`src/rtl/fp_addsub_pipe.sv`:
```
// Three-stage floating-point add/subtract with valid/ready backpressure (global stall).
// Define FP_ADDSUB_FLAGS_EN to add the {ovf, uf, inexact} flags output.
module fp_addsub_pipe #(
  parameter int EW = 8,
  parameter int MW = 23
) (
  input  logic           clk,
  input  logic           rst,
  input  logic           in_valid,
  output logic           in_ready,
  input  logic           op,
  input  logic [EW+MW:0] x1,
  input  logic [EW+MW:0] x2,
  output logic           out_valid,
  input  logic           out_ready,
  output logic [EW+MW:0] y
`ifdef FP_ADDSUB_FLAGS_EN
  ,
  output logic [2:0]     flags
`endif
);
  localparam int W      = 1 + EW + MW;
  localparam int SW     = MW + 4;            // hidden + mantissa + guard/round/sticky
  localparam int LZW    = $clog2(SW + 1);
  localparam int XW     = EW + LZW + 2;      // signed exponent headroom for normalisation
  localparam int EMAXI  = 2**EW - 1;
  localparam int STAGES = 3;
  localparam logic [EW-1:0] EMAX = '1;

  logic [STAGES:1] vld_pipe;
  logic            stall;

  assign stall     = vld_pipe[STAGES] & ~out_ready;
  assign in_ready  = ~stall;
  assign out_valid = vld_pipe[STAGES];

  // ---------------- S1: unpack, swap, align ----------------
  logic              sg1, sg2, z1, z2, inf1, inf2, swap, lost;
  logic [EW-1:0]     ex1, ex2, ea, eb, d;
  logic [EW+MW-1:0]  mag1, mag2;
  logic [MW:0]       sig_a, sig_b;
  logic [2*SW-1:0]   sh_full;
  logic [SW-1:0]     b_sh;
  logic              sp_v;
  logic [W-1:0]      sp_y;

  always_comb begin
    sg1   = x1[W-1];
    sg2   = x2[W-1] ^ op;
    ex1   = x1[EW+MW-1:MW];
    ex2   = x2[EW+MW-1:MW];
    z1    = (ex1 == '0);
    z2    = (ex2 == '0);
    inf1  = (ex1 == EMAX);
    inf2  = (ex2 == EMAX);
    mag1  = {ex1, z1 ? {MW{1'b0}} : x1[MW-1:0]};
    mag2  = {ex2, z2 ? {MW{1'b0}} : x2[MW-1:0]};
    swap  = (mag2 > mag1);
    ea    = swap ? ex2 : ex1;
    eb    = swap ? ex1 : ex2;
    sig_a = swap ? {~z2, mag2[MW-1:0]} : {~z1, mag1[MW-1:0]};
    sig_b = swap ? {~z1, mag1[MW-1:0]} : {~z2, mag2[MW-1:0]};
    d     = ea - eb;
    // shifted-out bits land in the low half and collapse into sticky
    sh_full = {sig_b, 3'b000, {SW{1'b0}}} >> d;
    lost    = (32'(d) >= SW) ? |sig_b : |sh_full[SW-1:0];
    b_sh    = {sh_full[2*SW-1:SW+1], sh_full[SW] | lost};
    sp_v  = inf1 | inf2;
    sp_y  = '0;
    if (inf1 && inf2)
      sp_y = (sg1 ^ sg2) ? {1'b0, EMAX, 1'b1, {(MW-1){1'b0}}} : {sg1, EMAX, {MW{1'b0}}};
    else if (inf1)
      sp_y = {sg1, EMAX, {MW{1'b0}}};
    else if (inf2)
      sp_y = {sg2, EMAX, {MW{1'b0}}};
  end

  logic          s1_sign, s1_sub, s1_spec;
  logic [EW-1:0] s1_exp;
  logic [SW-1:0] s1_ma, s1_mb;
  logic [W-1:0]  s1_spec_y;

  // ---------------- S2: mantissa add/sub ----------------
  logic          s2_sign, s2_spec;
  logic [EW-1:0] s2_exp;
  logic [SW:0]   s2_sum;
  logic [W-1:0]  s2_spec_y;

  always_ff @(posedge clk) begin
    if (!stall) begin
      s1_sign   <= swap ? sg2 : sg1;
      s1_sub    <= sg1 ^ sg2;
      s1_exp    <= ea;
      s1_ma     <= {sig_a, 3'b000};
      s1_mb     <= b_sh;
      s1_spec   <= sp_v;
      s1_spec_y <= sp_y;
      s2_sign   <= s1_sign;
      s2_exp    <= s1_exp;
      s2_sum    <= s1_sub ? ({1'b0, s1_ma} - {1'b0, s1_mb}) : ({1'b0, s1_ma} + {1'b0, s1_mb});
      s2_spec   <= s1_spec;
      s2_spec_y <= s1_spec_y;
    end
  end

  // ---------------- S3: normalise, round, pack ----------------
  function automatic logic [LZW-1:0] lzc(input logic [SW-1:0] v);
    lzc = LZW'(SW);
    for (int i = 0; i < SW; i++)
      if (v[i]) lzc = LZW'(SW - 1 - i);
  endfunction

  logic                 carry, up, zero, is_uf, is_ovf;
  logic [LZW-1:0]       lz;
  logic [SW-1:0]        nrm;
  logic signed [XW-1:0] exp_n, exp_r;
  logic [MW+1:0]        mr;
  logic [MW-1:0]        mant;
  logic [W-1:0]         res;

  always_comb begin
    carry = s2_sum[SW];
    lz    = lzc(s2_sum[SW-1:0]);
    zero  = (s2_sum == '0);
    if (carry) begin
      nrm   = {s2_sum[SW:2], s2_sum[1] | s2_sum[0]};
      exp_n = XW'(s2_exp) + XW'(1);
    end else begin
      nrm   = s2_sum[SW-1:0] << lz;
      exp_n = XW'(s2_exp) - XW'(lz);
    end
    up     = nrm[2] & (nrm[3] | nrm[1] | nrm[0]);
    mr     = {1'b0, nrm[SW-1:3]} + (MW+2)'(up);
    exp_r  = exp_n + XW'(mr[MW+1]);
    mant   = mr[MW+1] ? mr[MW:1] : mr[MW-1:0];
    is_uf  = (exp_r <= 0);
    is_ovf = (exp_r >= EMAXI);
    if (s2_spec)     res = s2_spec_y;
    else if (zero)   res = '0;
    else if (is_uf)  res = {s2_sign, {(W-1){1'b0}}};
    else if (is_ovf) res = {s2_sign, EMAX, {MW{1'b0}}};
    else             res = {s2_sign, exp_r[EW-1:0], mant};
  end

`ifdef FP_ADDSUB_FLAGS_EN
  logic [2:0] flg;
  always_comb begin
    flg = 3'b000;
    if (!s2_spec && !zero)
      flg = {is_ovf & ~is_uf, is_uf, is_ovf | is_uf | (|nrm[2:0])};
  end
`endif

  always_ff @(posedge clk or posedge rst) begin
    if (rst) begin
      vld_pipe <= '0;
      y        <= '0;
`ifdef FP_ADDSUB_FLAGS_EN
      flags    <= '0;
`endif
    end else if (!stall) begin
      vld_pipe <= {vld_pipe[STAGES-1:1], in_valid};
      if (vld_pipe[STAGES-1]) begin
        y <= res;
`ifdef FP_ADDSUB_FLAGS_EN
        flags <= flg;
`endif
      end
    end
  end

endmodule

```
`config.mk`:
```
export PLATFORM = sky130hd
export DESIGN_NAME = fp_addsub_pipe
export DESIGN_NICKNAME = d
export VERILOG_FILES = /design/src/rtl/fp_addsub_pipe.sv
export SDC_FILE = /design/constraint.sdc
export NUM_CORES = 1
export LEC_CHECK = 0
export BUFFER_PORTS_ARGS = -buffer_cell sky130_fd_sc_hd__buf_4
export CAP_MARGIN = 30
export CORE_MARGIN = 4
export CORE_UTILIZATION = 48
export DETAILED_ROUTE_END_ITERATION = 7
export PLACE_DENSITY = 0.77
export SYNTH_ARGS = -nofsm -noshare
export SYNTH_HDL_FRONTEND = slang
export SYNTH_SLANG_ARGS = --single-unit
```
`constraint.sdc`:
```
create_clock -name clk -period 6.8 [get_ports clk]
set_clock_uncertainty 0.05 [all_clocks]
set_input_delay 1.02 -clock clk [delete_from_list [all_inputs] [get_ports clk]]
set_output_delay 1.02 -clock clk [all_outputs]
set_load 0.05 [all_outputs]
```
### Word-level counts from Yosys, hierarchy flattened

Cells that the tools add are included.

| storage, ports and cells | value |
|---|---|
| flip-flop bits (word level) | 199 |
| bits of input ports | 69 |
| output and inout port bits | 34 |
| word-level logic and storage cells | 96 |

| operators by class | value |
|---|---|
| add/sub/neg operators | 7 |
| magnitude comparators | 4 |
| equality and inequality tests | 2 |
| shift operators | 2 |
| multiplexer cells | 47 |
| bitwise logic cells | 13 |
| reduce and logical (&&, ||, !) cells | 7 |

Operator list:

| kind | number |
|---|---|
| $mux 32 | 6 |
| $mux 5 | 26 |
| $mux 23 | 3 |
| $mux 31 | 2 |
| $shr 54x8->54 | 1 |
| $mux 24 | 2 |
| $gt 31x31->1 | 1 |
| $add 27x27->28 | 1 |
| $logic_not 28->1 | 1 |
| $mux 28 | 1 |
| $sub 27x27->28 | 1 |
| $mux 27 | 1 |
| $reduce_or 27->1 | 1 |
| $shl 27x5->27 | 1 |
| $add 24x1->25 | 1 |
| $reduce_or 24->1 | 1 |
| $eq 8x8->1 const B | 2 |
| $logic_not 8->1 | 2 |
| $mux 8 | 2 |
| $add 15x1->15 | 1 |
| $ge 15x9->1 const B | 1 |
| $le 15x1->1 const B | 1 |
| $mux 15 | 1 |
| $add 8x1->9 const B | 1 |
| other kinds (10) | 21 |

### Longest topological paths before layout

| logic depth | value |
|---|---|
| depth after elaboration | 39 |
| mapped depth | 31 |
| gate-level depth less buffers | 26 |

### Worst setup path after synthesis

No wires, ideal clock.

| timing path | value |
|---|---|
| kind | in2reg |
| start point | in x1[24] |
| end point | reg s1_mb[0] (data pin) |
| library setup time | 266 ps |
| data arrival time | 7232 ps |
| required time | 6484 ps |
| setup slack | -747 ps |
| stages | 28 |
| buffers on the path | 8 |
| cell sequence | nor4_1 -> nand2_1 -> clkbuf_1 -> buf_1 -> nand2_1 -> ha_1 -> o211a_1 -> o31ai_1 -> a2111oi_0 -> o31ai_1 -> nand2_1 -> buf_2 -> buf_2 -> buf_1 -> clkbuf_1 -> a21oi_1 -> ha_1 -> buf_1 -> clkbuf_1 -> o21ai_0 -> a22o_1 -> a221oi_1 -> nor2_1 -> or3_1 -> a22oi_1 -> nand2_1 -> a221oi_1 -> a31oi_1 |

| on the way | value |
|---|---|
| word-level cells in the longest chain between the ends | 9 |
| elaborated cells between the ends (all ways) | 14 |
| classes of those cells | add/sub: 1; order compare: 2; shift: 1; mux: 5; bitwise: 2; reduce/logical: 3 |

Ends and longest elaborated chain:

| what | line | RTL |
|---|---|---|
| start, declared | 12 | `input logic [EW+MW:0] x1,` |
| $logic_not 8->1 | 52 | `z1 = (ex1 == '0);` |
| $mux 23 | 56 | `mag1 = {ex1, z1 ? {MW{1'b0}} : x1[MW-1:0]};` |
| $gt 31x31->1 | 58 | `swap = (mag2 > mag1);` |
| $mux 8 (on tied branches) | 59, 60 |  |
| $sub 8x8->8 | 63 | `d = ea - eb;` |
| $shr 54x8->54 | 65 | `sh_full = {sig_b, 3'b000, {SW{1'b0}}} >> d;` |
| $reduce_or 27->1 | 66 | `lost = (32'(d) >= SW) ? \|sig_b : \|sh_full[SW-1:0];` |
| $mux 1 | 66 |  |
| $or 1x1->1 * | 67 | `b_sh = {sh_full[2*SW-1:SW+1], sh_full[SW] \| lost};` |
| via b_sh[0] | 43 | `logic [SW-1:0] b_sh;` |
| end signal, assigned | 95 | `s1_mb <= b_sh;` |
| end, declared | 80 | `logic [SW-1:0] s1_ma, s1_mb;` |

The timed path passes the listed nets; every way through them passes the cells marked *.
A chain may end at the register's enable or synchronous reset.

### Worst setup path after layout

| timing path | value |
|---|---|
| start point | in x2[27] |
| end point | reg s1_mb[0] (data pin) |

| on the way | value |
|---|---|
| word-level cells in the longest chain between the ends | 9 |
| elaborated cells between the ends (all ways) | 14 |
| classes of those cells | add/sub: 1; order compare: 2; shift: 1; mux: 5; bitwise: 2; reduce/logical: 3 |

Ends and longest elaborated chain:

| what | line | RTL |
|---|---|---|
| start, declared | 13 | `input logic [EW+MW:0] x2,` |
| $logic_not 8->1 | 53 | `z2 = (ex2 == '0);` |
| $mux 23 | 57 | `mag2 = {ex2, z2 ? {MW{1'b0}} : x2[MW-1:0]};` |
| $gt 31x31->1 | 58 |  |
| $mux 8 (on tied branches) | 59, 60 |  |
| $sub 8x8->8 | 63 |  |
| $shr 54x8->54 | 65 |  |
| $reduce_or 27->1 | 66 |  |
| $mux 1 | 66 |  |
| $or 1x1->1 * | 67 |  |
| via b_sh[0] | 43 |  |

Marked as above.

==> out/results.ini <==
[sta]
drv_slew = 0
finalHoldViolCount = 0
rsz0062_at_grt = false
timing.fmax_mhz = 155
fin_crit_ps = 6470
setup_violations = 0
setup_ws_ps = 328
worst_pin_slew_ps = 877
slew_headroom = 0.414
period_share = 0.952

[yosys]
synth-main-ff-cell = edfxtp_1
syn-cell-area_mm2 = 0.0141
yosys.cell_types.count = 102
avgSynthCellArea_um2 = 8.31
ys_async_sr_fraction = 0.248
seq_area_frac_synth = 0.288
ys_warn_count = 0
synthCells = 1696
ys_ff_latch = 141
synth_edf_count = 106
synth_nets = 1859

[detailed_routing]
ant_nets = 0
detail_route.wl_per_cell_um = 18.8
vias = 13800
drc = 0
wl_mm = 42.5
drtIter0Drc = 1319
routed_via_density = 6.11
first_pass_iters = 7

[final_layout]
ff_latch_area_mm2 = 0.00406
multiInputGateArea_mm2 = 0.00931
final_layout_size_suffix_gt1_frac = 0.185
fillers = 2604
insertedDiodeCount = 0
synthToLayoutAreaGrowth_pct = 18.4
nNetsFinal = 2030

[grt]
grt_use_met1 = 0.348
grt_overflow = 0
met2_usage = 0.441
grt_pass1_vias = 13300
grt_first_pass_wirelength_mm = 68.4
grt_max_degree = 92
use_met3 = 0.0365
grt_antenna_before_repair = 0
grt.total_usage = 0.262
top_usage_layer = met2

[die]
core_region_area_mm2 = 0.0289
die_y_um = 179
fp.dieW_um = 179
io_pins = 103
initial_core_util = 0.488
dieArea_mm2 = 0.0322
core.rowCount = 62

[clock_network]
cts_hold_buf = 0
cts_root_buffer = clkbuf_16
clockBufferDepth = 2
cts_buffers = 17
clk-insertion-delay-late_ps = 430
htreeDepth = 4
cts_tree = yes
cts.sinks = 141
clkTransAtPathRegs_ps = 80

[worst_setup_path]
end_kind = flip-flop
arrival_ps = 6590
critical_path.max_fanout = 27
crit_required_ps = 6910
r2r-start = s2_sum[3]
ff2ff_setup_slack_ps = 550
path_class = in -> reg
startpoint_type = input port
regToRegEndpoint = y[0]
rr_worst_depth = 27

[placement]
gp_congestion = 0.972
portBuffers = 102
place_ws_ps = -125
dp_hpwl_mm = 33.0

[flow_run]
cap_violations = 0

[pwr]
leakagePower_nw = 7.13
powerDensity_mw_per_mm2 = 416
finalPower_mw = 6.94
ir_drop_mv = 0.213

[min_path]
holdCritStartpoint = s1_exp[5]
whs_path_depth = 0
min_path_type = reg -> reg
hold_path_end = s2_exp[5]

[status]
status = finished clean

[power breakdown]
part | switching [mW] | internal [mW] | total, mW
sequential | 0.269 | 1.28 | 1.55
clock | 0.444 | 0.501 | 0.945
combinational | 2.64 | 1.81 | 4.45
total | 3.35 | 3.59 | 6.94
[critical path, cell delays in order]
cell and delay (ps):
buf_4 110, nor4_1 410, nand2_1 140, buf_4 230, buf_4 170, and2_1 200
ha_1 320, a211oi_1 270, o21ai_0 160, o211a_1 250, o21ai_0 220, buf_4 200
nand2_2 70, a21oi_1 230, ha_4 280, buf_12 210, mux2_2 350, a31oi_1 280
a21oi_1 130, mux2i_1 210, nor2_1 70, o21ai_0 250, or3b_1 370, a221oi_1 270
a31oi_1 130
[sequential cells by signal (all words and copies together), names as in the netlist]
name       flops
s2_sign        1
s2_spec_y      3
s1_sign        1
s1_spec_y      3
s1_spec        1
y             32
s2_sum        28
s1_ma         24
s1_sub         1
s1_exp         8
s2_spec        1
vld_pipe       3
s2_exp         8
s1_mb         27
[synthesized netlist by cell type (all sizes together), types with 17 or more instances]
master  count  area (um2)
a21o       20         150
nand3      37         203
nand2     204         766
clkbuf     51         191
o31ai      23         178
mux2       21         236
edfxtp    106        3180
ha         92        1150
o21ai     123         616
nor2      181         687
xnor2      37         324
inv       101         382
nor4       20         146
o211ai     24         180
and2       28         175
a21oi     101         517
nor3       42         220
a211oi     22         165
xor2       26         235
dfrtp      35         876
mux2i      75         751
nand4      17         106
buf        35         221
[per-stage QoR]
step / cell area (um2) / utilization / TNS, ps / std cells / hold slack [ps]
global route: 16700 / 0.578 / 0 / 2264 / 375
finish: 16700 / 0.578 / 0 / 2264 / 361
global placement: 16000 / 0.555 / 0 / 2228 / 354
detailed placement: 16000 / 0.555 / -125 / 2228 / 355
CTS: 16600 / 0.576 / 0 / 2260 / 365
floorplan: 14100 / - / 0 / 1696 / 350
[how the worst max path moves through the flow]
stage                     to  slack, ps  depth (start not counted)      start
floorplan           s1_mb[0]         20                         28     x1[23]
global placement    s1_mb[0]         30                         24     x2[27]
detailed placement  s1_mb[0]       -130                         24     x2[27]
CTS                 s1_mb[0]        330                         24     x2[27]
global route            y[0]         20                         27  s2_sum[3]
finish              s1_mb[0]        330                         25     x2[27]
[per-layer routing]
layer | wire length, um | vias to the layer above
met5 | 0 | -
met4 | 1270 | 0
met3 | 2730 | 107
met2 | 20200 | 599
met1 | 18300 | 6533
li1 | - | 6595
[cell type report]
cell class / instances / share of cell area
multi-input cells: 1366 / 0.558
flip-flops and latches: 141 / 0.243
repair buffers: 238 / 0.110
well taps: 384 / 0.0288
clock buffers: 17 / 0.0255
inverters: 103 / 0.0233
clock inverters: 15 / 0.0112
[repair_timing]
item                       4_1_cts  5_1_grt
buffers inserted                 0        4
resized for setup                1        3
setup endpoints to repair        1       22
pin swaps                        0        2
[logic make-up after synthesis]
group | after synthesis | synth area share
flops | 141 | 0.288
fa+ha+maj | 94 | 0.0845
xor+xnor | 63 | 0.0397
mux | 109 | 0.0911
simple gates | 616 | 0.207
compound gates | 484 | 0.233
buf+inv | 189 | 0.0569
[cell usage in the layout (no fill, tap or decap), drive strengths merged, types with 16 or more instances in the layout]
| master | netlist | final |
|---|---|---|
| a211oi | 22 | 22 |
| a21o | 20 | 20 |
| a21oi | 101 | 101 |
| a31oi | 16 | 16 |
| and2 | 28 | 28 |
| buf | 35 | 238 |
| clkbuf | 51 | 17 |
| dfrtp | 35 | 35 |
| edfxtp | 106 | 106 |
| ha | 92 | 92 |
| inv | 101 | 108 |
| mux2 | 21 | 21 |
| mux2i | 75 | 75 |
| nand2 | 204 | 204 |
| nand2b | 16 | 16 |
| nand3 | 37 | 37 |
| nand4 | 17 | 17 |
| nor2 | 181 | 181 |
| nor3 | 42 | 42 |
| nor4 | 20 | 20 |
| o211ai | 24 | 24 |
| o21a | 16 | 16 |
| o21ai | 123 | 123 |
| o31ai | 23 | 23 |
| xnor2 | 37 | 37 |
| xor2 | 26 | 26 |
No activity file was read; power rests on OpenSTA's default activity.
